`config.mk`:
```
export PLATFORM = sky130hd
export DESIGN_NAME = gray_counter_param
export DESIGN_NICKNAME = d
export VERILOG_FILES = /design/src/rtl/gray_counter_param.sv
export SDC_FILE = /design/constraint.sdc
export NUM_CORES = 1
export LEC_CHECK = 0
export ABC_AREA = 1
export ABC_CLOCK_PERIOD_IN_PS = 3400
export BUFFER_PORTS_ARGS = -buffer_cell sky130_fd_sc_hd__buf_2
export CORE_MARGIN = 1
export CORE_UTILIZATION = 50
export DETAILED_ROUTE_END_ITERATION = 16
export GPL_ROUTABILITY_DRIVEN = 1
export GPL_TIMING_DRIVEN = 0
export PLACE_DENSITY = 0.78
export SYNTH_ARGS = -nofsm -noshare
export SYNTH_HDL_FRONTEND = slang
export SYNTH_SLANG_ARGS = --single-unit
```
`constraint.sdc`:
```
create_clock -name clk -period 3.4 [get_ports clk]
set_input_delay 0.51 -clock clk [delete_from_list [all_inputs] [get_ports clk]]
set_output_delay 0.51 -clock clk [all_outputs]
set_load 0.02 [all_outputs]
```
`src/rtl/gray_counter_param.sv`:
```
`default_nettype none
// ============================================================================
// Module      : gray_counter_param
// Description : Parametrised Gray-code counter with up/down stepping, count
//               enable, synchronous clear, parallel Gray load, wrap or
//               saturate mode, registered binary mirror, terminal-count flag
//               and a registered wrap/blocked-step pulse.
// Revision    : 1.0 - initial release
// ============================================================================
module gray_counter_param #(
    parameter int               WIDTH    = 4,
    parameter int               SATURATE = 0,
    parameter logic [WIDTH-1:0] RST_GRAY = '0
) (
    input  logic             clk,
    input  logic             rst,
    input  logic             en,
    input  logic             up_dn,
    input  logic             clr,
    input  logic             load,
    input  logic [WIDTH-1:0] load_val,
    output logic [WIDTH-1:0] gray_out,
    output logic [WIDTH-1:0] bin_out,
    output logic             tc,
    output logic             evt
);

    // Binary bit i is the XOR of all Gray bits at and above position i.
    function automatic logic [WIDTH-1:0] gray2bin(input logic [WIDTH-1:0] g);
        logic [WIDTH-1:0] b;
        b[WIDTH-1] = g[WIDTH-1];
        for (int i = WIDTH - 2; i >= 0; i--) begin
            b[i] = b[i+1] ^ g[i];
        end
        return b;
    endfunction

    localparam logic [WIDTH-1:0] RST_BIN = gray2bin(RST_GRAY);
    localparam logic [WIDTH-1:0] ONE     = {{(WIDTH-1){1'b0}}, 1'b1};
    localparam logic [WIDTH-1:0] BIN_MAX = '1;
    localparam logic [WIDTH-1:0] BIN_MIN = '0;

    logic [WIDTH-1:0] bin_q;
    logic [WIDTH-1:0] bin_d;
    logic [WIDTH-1:0] gray_q;
    logic [WIDTH-1:0] gray_d;
    logic             evt_q;
    logic             evt_d;
    logic             at_limit;

    // The limit that matters is the one in the currently requested direction.
    assign at_limit = up_dn ? (bin_q == BIN_MAX) : (bin_q == BIN_MIN);

    // Next-state selection: clr beats load beats a counting step.
    always_comb begin
        bin_d = bin_q;
        evt_d = 1'b0;
        if (clr) begin
            bin_d = RST_BIN;
        end else if (load) begin
            bin_d = gray2bin(load_val);
        end else if (en) begin
            if (at_limit) begin
                // Wrap mode moves to the opposite end; saturate mode holds.
                evt_d = 1'b1;
                if (SATURATE == 0) begin
                    bin_d = up_dn ? BIN_MIN : BIN_MAX;
                end
            end else begin
                bin_d = up_dn ? (bin_q + ONE) : (bin_q - ONE);
            end
        end
    end

    // Gray code is derived from the next binary value so both outputs register together.
    assign gray_d = bin_d ^ (bin_d >> 1);

    // State and output registers, cleared asynchronously to the reset code.
    always_ff @(posedge clk or posedge rst) begin
        if (rst) begin
            bin_q  <= RST_BIN;
            gray_q <= RST_GRAY;
            evt_q  <= 1'b0;
        end else begin
            bin_q  <= bin_d;
            gray_q <= gray_d;
            evt_q  <= evt_d;
        end
    end

    assign gray_out = gray_q;
    assign bin_out  = bin_q;
    assign evt      = evt_q;
    assign tc       = en & ~clr & ~load & at_limit;

endmodule
`default_nettype wire

```
==> results of run 1 <==
==> per-layer routing <==
metal  part of all wire  vias to the layer above  global-route usage  routed length, microns
li1                   -                      335                   -                       -
met1               0.39                      298               0.270                     581
met2               0.52                       25               0.466                     781
met3              0.056                       10              0.0814                      84
met4              0.040                        0               0.161                      60
met5                  0                        -                   0                       0
==> logic make-up (layout without fill, tap and decap cells) <==
| family | Yosys count | count (layout) | share of synthesized area |
|---|---|---|---|
| buffers and inverters | 17 | 38 | 0.116 |
| AO/OA/AOI/OAI | 8 | 8 | 0.0838 |
| flip-flops | 8 | 8 | 0.305 |
| XOR/XNOR | 3 | 3 | 0.0400 |
| AND/OR/NAND/NOR | 56 | 56 | 0.387 |
| adder cells (fa/ha/maj) | 3 | 3 | 0.0686 |
==> registers in the layout, indices dropped and copies added, names as in the netlist <==
signal    cells
evt           1
gray_out      3
bin_out       4
==> critical path: stages, from the launching register on <==
cell and delay, ns:
sky130_fd_sc_hd__dfrtp_1 0.45, sky130_fd_sc_hd__nor2_1 0.16, sky130_fd_sc_hd__nand2_1 0.08, sky130_fd_sc_hd__nand2_1 0.07
sky130_fd_sc_hd__nand2_2 0.10, sky130_fd_sc_hd__nor4_1 0.23, sky130_fd_sc_hd__buf_2 0.22
==> worst max-delay path by stage <==
stage          startpoint  end  slack (ns)  depth (start not counted)
2_1_floorplan  bin_out[3]   tc        1.39                          4
3_3_place_gp        up_dn   tc        1.45                          7
3_5_place_dp        up_dn   tc        1.39                          7
4_1_cts        bin_out[3]   tc        1.32                          6
5_1_grt        bin_out[3]   tc        1.25                          6
6_report       bin_out[3]   tc        1.32                          6
==> cells in the mapped netlist <==
master,n,area (sq um)
sky130_fd_sc_hd__nor2_1,5,18.8
sky130_fd_sc_hd__buf_4,1,7.51
sky130_fd_sc_hd__o21ai_2,1,8.76
sky130_fd_sc_hd__nand2_1,33,124
sky130_fd_sc_hd__o21ai_0,1,5.00
sky130_fd_sc_hd__or2_0,1,6.26
sky130_fd_sc_hd__dfrtp_1,8,200
sky130_fd_sc_hd__clkinv_2,1,5.00
sky130_fd_sc_hd__fa_1,1,20.0
sky130_fd_sc_hd__a21oi_1,5,25.0
sky130_fd_sc_hd__ha_1,2,25.0
sky130_fd_sc_hd__buf_6,1,11.3
sky130_fd_sc_hd__nand3b_1,2,15.0
sky130_fd_sc_hd__nand3_2,1,10.0
sky130_fd_sc_hd__a21oi_4,1,16.3
sky130_fd_sc_hd__inv_1,14,52.6
sky130_fd_sc_hd__xor2_1,2,17.5
sky130_fd_sc_hd__nor4_1,2,12.5
sky130_fd_sc_hd__xnor2_1,1,8.76
sky130_fd_sc_hd__nand2_2,6,37.5
sky130_fd_sc_hd__nand3_1,6,30.0
==> final cells by class <==
class | instances | area (sq um) | area share
Buffer | 2 | 18.8 | 0.0238
Timing Repair Buffer | 18 | 90.1 | 0.114
Tap cell | 14 | 17.5 | 0.0223
Inverter | 15 | 57.6 | 0.0731
Multi-Input combinational cell | 70 | 380 | 0.483
Sequential cell | 8 | 200 | 0.254
Clock buffer | 3 | 22.5 | 0.0286
==> stage by stage <==
step	worst slack (ns)	cells	util	total power, mW
finish	1.32	130	0.681	0.307
global route	1.25	130	0.681	0.329
CTS	1.32	130	0.681	0.308
detailed placement	1.39	127	0.661	0.234
global placement	1.45	127	0.661	0.228
floorplan	1.39	95	-	0.200
==> power by group through the flow <==
stage / sequential (mW) / clock [mW] / combinational [mW]
floorplan: 0.128 / 0 / 0.0719
global placement: 0.116 / 0 / 0.112
detailed placement: 0.117 / 0 / 0.117
CTS: 0.115 / 0.0740 / 0.118
global route: 0.117 / 0.0799 / 0.133
finish: 0.115 / 0.0737 / 0.118
==> summary by stage, run 1 <==
Timing
The number of endpoints with negative hold slack in the final report is 0. The measured slew at the worst slew-check pin is 0.340 ns. Setup repair after global routing left no endpoint under its margin.

The final setup skew is roughly 0.0089 ns. The worst path in the final design needs a cycle of 2.08 ns, including I/O delays and setup. The number of setup violations in the final report is 0. The sum of negative setup slack is 0 ns. Across all hold checks on the routed design, the worst slack comes to 0.186 ns. The achievable frequency is 480 MHz. In this run the tightest slew margin relative to its limit is 0.773. The number of max-slew violations in the final report is 0.

The period utilization is 0.612.

Clock network
TritonCTS built the clock tree. Hold repair after CTS inserted 0 buffers. The clock-pin slew reported for the worst setup and hold paths after clock tree synthesis is 0.06 ns. CTS built an H-tree with a depth of 1. The cell at the root of the clock tree is sky130_fd_sc_hd__clkbuf_4. The clock passes through at most 2 buffers. The post-cts sizing count is 0. Once the clock tree was built, the setup fixing pass inserted 0 buffers.

The clock reaches the later pin of the worst-skew pair after 0.26 ns. The total clock buffers created by CTS is 3. Clock tree synthesis found a total of 8 sinks.

Die
After floorplanning, the core was sized to cover 1160 sq um. The horizontal extent of the die is 38.2 microns. The initialized floorplan defines 12 standard-cell rows. The die extent in y is about 38 microns. The initial core utilization is 0.568. Pin placement for this block handled 20 I/O pins. The floorplan step defined a die boundary enclosing 1460 sq um.

Flow run
The tool flagged a number of max-cap violations equal to 0.

Route
After detailed routing, the average wire length per cell comes to between 10 and 15 microns. The number of DRC markers after the initial detailed-route iteration is 10. The number of optimization iterations in the first detailed-route pass is 6. The total via count in the routed design is ~670. Once detail routing completed, the nets flagged for antenna violations numbered 0. The via density per instance is 5.14. After detailed routing, the number of remaining DRC violations is 0. The total wirelength of the detailed-routed design is 1510 microns.

Pwr
The portion of total power attributed to sequential cells is 0.376. For this design the total switching power over the nets is between 0.1 and 0.15 mW. The proportion of total power due to net switching is 0.384. For this design the static power due to leakage is around 0.47 nW.

The share of power burned in the clock network is 0.240. The part of the power in combinational logic is 0.384. The power density relative to cell area is 391 nW/um^2. Internal power comes to between 0.15 and 0.2 mW. The worst ir drop on vdd is 0.240 mV.

Worst setup path
Of all nets on the critical path, the largest fanout is 6. Counting cells, the worst reg-to-reg path comes to 10. The type of destination of the critical path is an output pin.

The data arrival time of the worst path is 1.57 ns. The kind of start point of the critical path is a flop. STA puts the critical path data required time at 2.89 ns. The worst register-to-register path begins at bin_out[0]. The worst setup path is of the reg2out kind.

The worst register-to-register path has a setup slack of 1.53 ns. The endpoint identified for the worst register-to-register timing path is gray_out[1].

Global routing
The total congestion overflow is 0. The initial antenna violation count is 0. In the global route stage, overall resource usage came out at 0.265. Entering global routing, the biggest net connects 11 pins. The number of global-route vias before repair is 631. The global-route wire length before repair is 2580 microns.

Synth
The netlist uses 21 different library cells. Synthesis produced a netlist with a net count of 108. The flop and latch count out of synthesis is 8. The count of warnings emitted by yosys is 0. Summing every instance area after synthesis gives 657 sq um. Of the synthesized area, sequential elements account for 0.305. A synthesized cell averages approximately 7 sq um. The cell count after synthesis came out at 95.

Finish
The share of post-route cells with drive strength above 1 is 0.284. 0 antenna diodes ended up in the layout. Compared with the post-synthesis result, the final layout area differs by 19.8%. The filler cells instantiated in the layout total 110. The number of nets in the finished design is between 100 and 150.

The most common library cell in the layout ignoring fill and taps is sky130_fd_sc_hd__nand2_1. In the layout the commonest cells are sky130_fd_sc_hd__nand2_1 (33), sky130_fd_sc_hd__buf_2 (18), sky130_fd_sc_hd__inv_1 (14). Once layout is done, the placed cells without fillers occupy 787 sq um.

Hold path
The path class of the tightest hold or removal check is in2async.

Place
The placer's final routability congestion estimate is between 0.7 and 0.8. The total of buffers placed on input and output ports is 18. The placed instance area is 764 sq um. The HPWL after detailed placement is 1150 microns.

Outcome
The flow ran to the end, and the final reports show no timing, DRC or antenna violations.
Note: power is estimated with default switching activity, not from simulation.
==> inputs of run 2 (changes only) <==
==> config.mk (replaced) <==
export PLATFORM = sky130hd
export DESIGN_NAME = gray_counter_param
export DESIGN_NICKNAME = d
export VERILOG_FILES = /design/src/rtl/gray_counter_param.sv
export SDC_FILE = /design/constraint.sdc
export NUM_CORES = 1
export LEC_CHECK = 0
export ABC_AREA = 0
export ABC_CLOCK_PERIOD_IN_PS = 2000
export BUFFER_PORTS_ARGS = -buffer_cell sky130_fd_sc_hd__buf_2
export CORE_AREA = 2 2 39 41
export DETAILED_ROUTE_END_ITERATION = 16
export DIE_AREA = 0 0 41 43
export GPL_ROUTABILITY_DRIVEN = 1
export GPL_TIMING_DRIVEN = 0
export PLACE_DENSITY = 0.69
export SYNTH_ARGS = -nofsm -noshare
export SYNTH_HDL_FRONTEND = slang
export SYNTH_SLANG_ARGS = --single-unit
==> constraint.sdc (replaced) <==
create_clock -name clk -period 2 [get_ports clk]
set_input_delay 0.3 -clock clk [delete_from_list [all_inputs] [get_ports clk]]
set_output_delay 0.3 -clock clk [all_outputs]
set_load 0.02 [all_outputs]
==> run 2 against run 1 <==
  * Hold slack better by 0.12 ns
  * Worst setup slack worse by 1.2 ns
  * Synthesized cell count down 43%
  * Wire length down 27%
  * Design area down 9.5%
  * Count of clock-buffer cells in the layout unchanged
  * Cell count down 28%
  * Sequential share of layout area up 2.9 points
  * Critical path depth down 2
  * Largest cell class unchanged
  * Largest power group is now sequential cells
  * Highest routed layer unchanged
==> summary by stage, run 2 <==
Route
The sum of met3 wire segment lengths after detailed routing was 45 microns (-46%). The wire length on met2 was 552 microns (-29%). The mean routed wirelength per cell is 11.8 microns (+1.4%). The number of optimization iterations in the first detailed-route pass is 2 (-4).

The via density per instance was 4.91 (-4.4%). The total via count in the routed design is 457 (-32%). The number of DRC violations after detailed routing is 0 (unchanged). The wire length the detailed router placed on met1 is 447 microns (-23%). The highest routed metal layer is met4. The number of nets still failing antenna checks after routing is 0 (unchanged). The total wirelength of the detailed-routed design came to 1090 microns (-27%). The number of DRC markers after the initial detailed-route iteration is 3 (-7).

Synth
The count of different cell masters after synthesis came to 21 (unchanged). The most used flip-flop cell after synthesis is sky130_fd_sc_hd__dfrtp_1. The flop and latch count out of synthesis came to 8 (unchanged). The number of enable-type register cells in the synthesized netlist was 0 (unchanged). Yosys attributes the largest share of cell area to sky130_fd_sc_hd__dfrtp_1 (36%), sky130_fd_sc_hd__xor2_1 (9.4%), sky130_fd_sc_hd__xnor2_1 (6.3%).

The largest area contributor in the netlist is sky130_fd_sc_hd__dfrtp_1. The gate count of the mapped netlist is 54 (-43%). The sequential fraction of the synthesis area is 0.360 (+0.0548). Sorting the synthesized cells by how often they occur yields sky130_fd_sc_hd__dfrtp_1 (8), sky130_fd_sc_hd__inv_1 (8), sky130_fd_sc_hd__xor2_1 (6), sky130_fd_sc_hd__a21oi_1 (4), sky130_fd_sc_hd__xnor2_1 (4). The number of nets produced by synthesis is 67 (-38%). The mean instance size in the synthesized netlist is 10.3 sq um (+49%). The top-area cell type share of the netlist area is 0.360 (+0.0548).

The area of the mapped netlist was 557 sq um (-15%). The count of warnings emitted by yosys was 0 (unchanged). The async set or reset register ratio after synthesis is 1.00 (unchanged).

Worst setup path
The signal on the critical path passes through nor4_2 -> mux2i_2 -> nor4_1 -> buf_2. The reg-to-reg critical path startpoint is bin_out[0]. The flop-to-flop setup slack came to 0.35 ns (-1.18 ns). The endpoint identified for the worst register-to-register timing path is gray_out[1].

The type of destination of the critical path is an output pin. The maximum single-stage delay on the critical path was 0.45 ns (about the same). The data arrival time of the worst path came to 1.54 ns (-0.03 ns).

The critical path class is reg2out. The maximum fanout encountered on the critical timing path is 6 (unchanged). Among cell families on the critical path, the largest total delay comes from simple AND/OR/NAND/NOR gates. The worst path required time is 1.70 ns (-1.19 ns). The worst setup path is launched from a flop. The worst reg2reg path depth is 6 (-4). The worst path buffer plus inverter count is 1 (unchanged). The cell with the largest stage delay on the worst path is sky130_fd_sc_hd__dfrtp_2.

Die
The horizontal extent of the die was 41 microns (+7.2%). The top-level I/O count is 20 (unchanged). The initial core utilization is 0.402 (-0.166). The number of rows in the core area was 14 (+2). The die extent in y was 43 microns (+12%).

The core outline area is 1380 sq um (+20%). The floorplan die area came to 1760 sq um (+21%).

Timing
The sum of negative setup slack was 0 ns (unchanged). The routed design could run at a clock period as short as 1.84 ns. The tightest slew margin relative to the limit is 0.767 (-0.00621). The measured slew at the worst slew-check pin came to 0.343 ns (+0.00253 ns). The number of endpoints with negative hold slack in the final report came to 0 (unchanged). For this run, the top clock speed supported by timing is 543 MHz.

Of the available clock period, the critical path in the final layout requires 0.921. The number of setup violations in the final report is 0 (unchanged). The final setup skew is 0.00184 ns (-0.00701 ns). The number of max-slew violations in the final report is 0 (unchanged). Setup repair after global routing left no endpoint under its margin.

Finish
The number of fill cells is 133 (+21%). The number of diodes is 0 (unchanged). The number of cells in the finished layout apart from fillers is 93 (-28%). The number of nets in the finished design is 92 (-30%). The library cell used most frequently in the layout, excluding fill and tap cells, is sky130_fd_sc_hd__buf_2.

The final cell area excluding filler cells was 712 sq um (-9.5%). The storage element area came to 201 sq um (+0.62%). The number of flip-flops in the largest register came to 4 (unchanged).

The library cells used most frequently in the layout, excluding fill and tap cells, are sky130_fd_sc_hd__buf_2 (20), sky130_fd_sc_hd__inv_1 (8), sky130_fd_sc_hd__dfrtp_1 (7). The multi-input gate area in the final layout is 320 sq um (-16%). The share of post-route cells with drive strength above 1 is 0.429 (+0.144). The area added between synthesis and finish is 27.9%.

Place
The placer's final routability congestion estimate is 0.786 (-1.8%). The HPWL after detailed placement is 905 microns (-22%). The number of placed instances, taps included was 89 (-30%). The total of buffers placed on input and output ports was 19 (+1).

The placed instance area is 672 sq um (-12%).

Clock network
Clock tree synthesis selected as its root buffer the cell sky130_fd_sc_hd__clkbuf_4. The number of sinks on the clock net is 8 (unchanged). The clock tree from TritonCTS is yes.

The buffer depth of the longest clock path is 2 (unchanged). The worst-skew pair later-pin latency is 0.25 ns (about the same). The H-tree depth reported by CTS is 1 (unchanged).

The total clock buffers created by CTS came to 3 (unchanged). The clock-pin slew reported for the worst setup and hold paths after clock tree synthesis is 0.05 ns (about the same). The post-CTS setup buffer count is 0 (unchanged).

Global routing
The number of global-route vias before repair is 470 (-26%). The global-route wire length before repair is 1850 microns (-28%). The total congestion overflow is 0 (unchanged).

The pin count of the biggest net entering global routing was 11 (unchanged). The initial antenna violation count was 0 (unchanged). The global routing usage summed across all routing layers is 0.157 (-0.108).

Outcome
The flow ran to the end, and the final reports show no timing, DRC or antenna violations.

Pwr
The power density relative to cell area was 728 nW/um^2 (+86%). The worst ir drop on vdd came to 0.215 mV (-10%). The static leakage came to 0.373 nW (-21%).

Flow run
The number of maximum-capacitance violations is 0 (unchanged).

Hold path
The path class of the lowest-slack min-delay path is in2reg. Along the worst hold path, the cell count comes to 2. The worst min-delay path endpoint is bin_out[0]. The startpoint of the worst hold path is clr.
==> run 2: cell types whose count changed in the layout (fill, tap and decap cells not counted), moves of 2 or more <==
cell,delta
sky130_fd_sc_hd__nand2_2,-6
sky130_fd_sc_hd__inv_1,-6
sky130_fd_sc_hd__nand3b_1,-2
sky130_fd_sc_hd__a21o_1,+3
sky130_fd_sc_hd__nand2_1,-33
sky130_fd_sc_hd__buf_2,+2
sky130_fd_sc_hd__nand3_1,-6
sky130_fd_sc_hd__xor2_1,+4
sky130_fd_sc_hd__xnor2_1,+3
sky130_fd_sc_hd__a21boi_1,+2
sky130_fd_sc_hd__nor2_1,-3
==> run 2: worst max-delay path by stage <==
stage               start  depth (start not counted)  slack, ns          end
2_1_floorplan  bin_out[0]                          3       0.08           tc
3_3_place_gp   bin_out[0]                          6       0.32  gray_out[1]
3_5_place_dp        up_dn                          8       0.27  gray_out[2]
4_1_cts        bin_out[0]                          4       0.06           tc
5_1_grt        bin_out[0]                          4       0.02           tc
6_report       bin_out[0]                          4       0.16           tc
==> run 2: routing by layer <==
metal,global-route usage,up-vias
met3,0.0157,6
met2,0.234,17
li1,-,230
met5,0,-
met4,0.140,0
met1,0.186,204
==> run 2: stage by stage <==
step | hold WS, ns | total power, mW | setup slack (ns) | utilization
after floorplan | 0.116 | 0.341 | 0.0825 | -
after global placement | 0.240 | 0.393 | 0.319 | 0.486
after detailed placement | 0.250 | 0.399 | 0.266 | 0.486
after CTS | 0.297 | 0.524 | 0.0562 | 0.509
after global routing | 0.300 | 0.557 | 0.0160 | 0.514
final | 0.305 | 0.518 | 0.158 | 0.514
==> run 2: area by class of cell <==
type,instances,share of cell area
inverter,8,0.0422
tap,16,0.0281
timing repair buffer,20,0.148
buffer,2,0.0176
multi-input combinational,36,0.450
clock buffer,3,0.0316
sequential,8,0.283
==> run 2: cell families (layout without fill, tap and decap cells) <==
family | after synthesis | after routing | share of synthesized area
simple gates | 7 | 7 | 0.0787
xor+xnor | 10 | 10 | 0.157
flops | 8 | 8 | 0.360
mux | 1 | 1 | 0.0247
buf+inv | 10 | 33 | 0.0764
compound gates | 15 | 15 | 0.222
fa+ha+maj | 3 | 3 | 0.0809
==> run 2: report_power, final <==
part	internal [mW]	total, mW	switching (mW)
clock	0.0684	0.119	0.0508
combinational	0.0811	0.194	0.113
sequential	0.185	0.205	0.0200
total	0.334	0.518	0.184
==> run 2: timing repair <==
action	CTS	global route
endpoints found under the hold margin	8	0
hold buffers	1	0
gates resized for setup	0	2
setup endpoints to repair	0	1
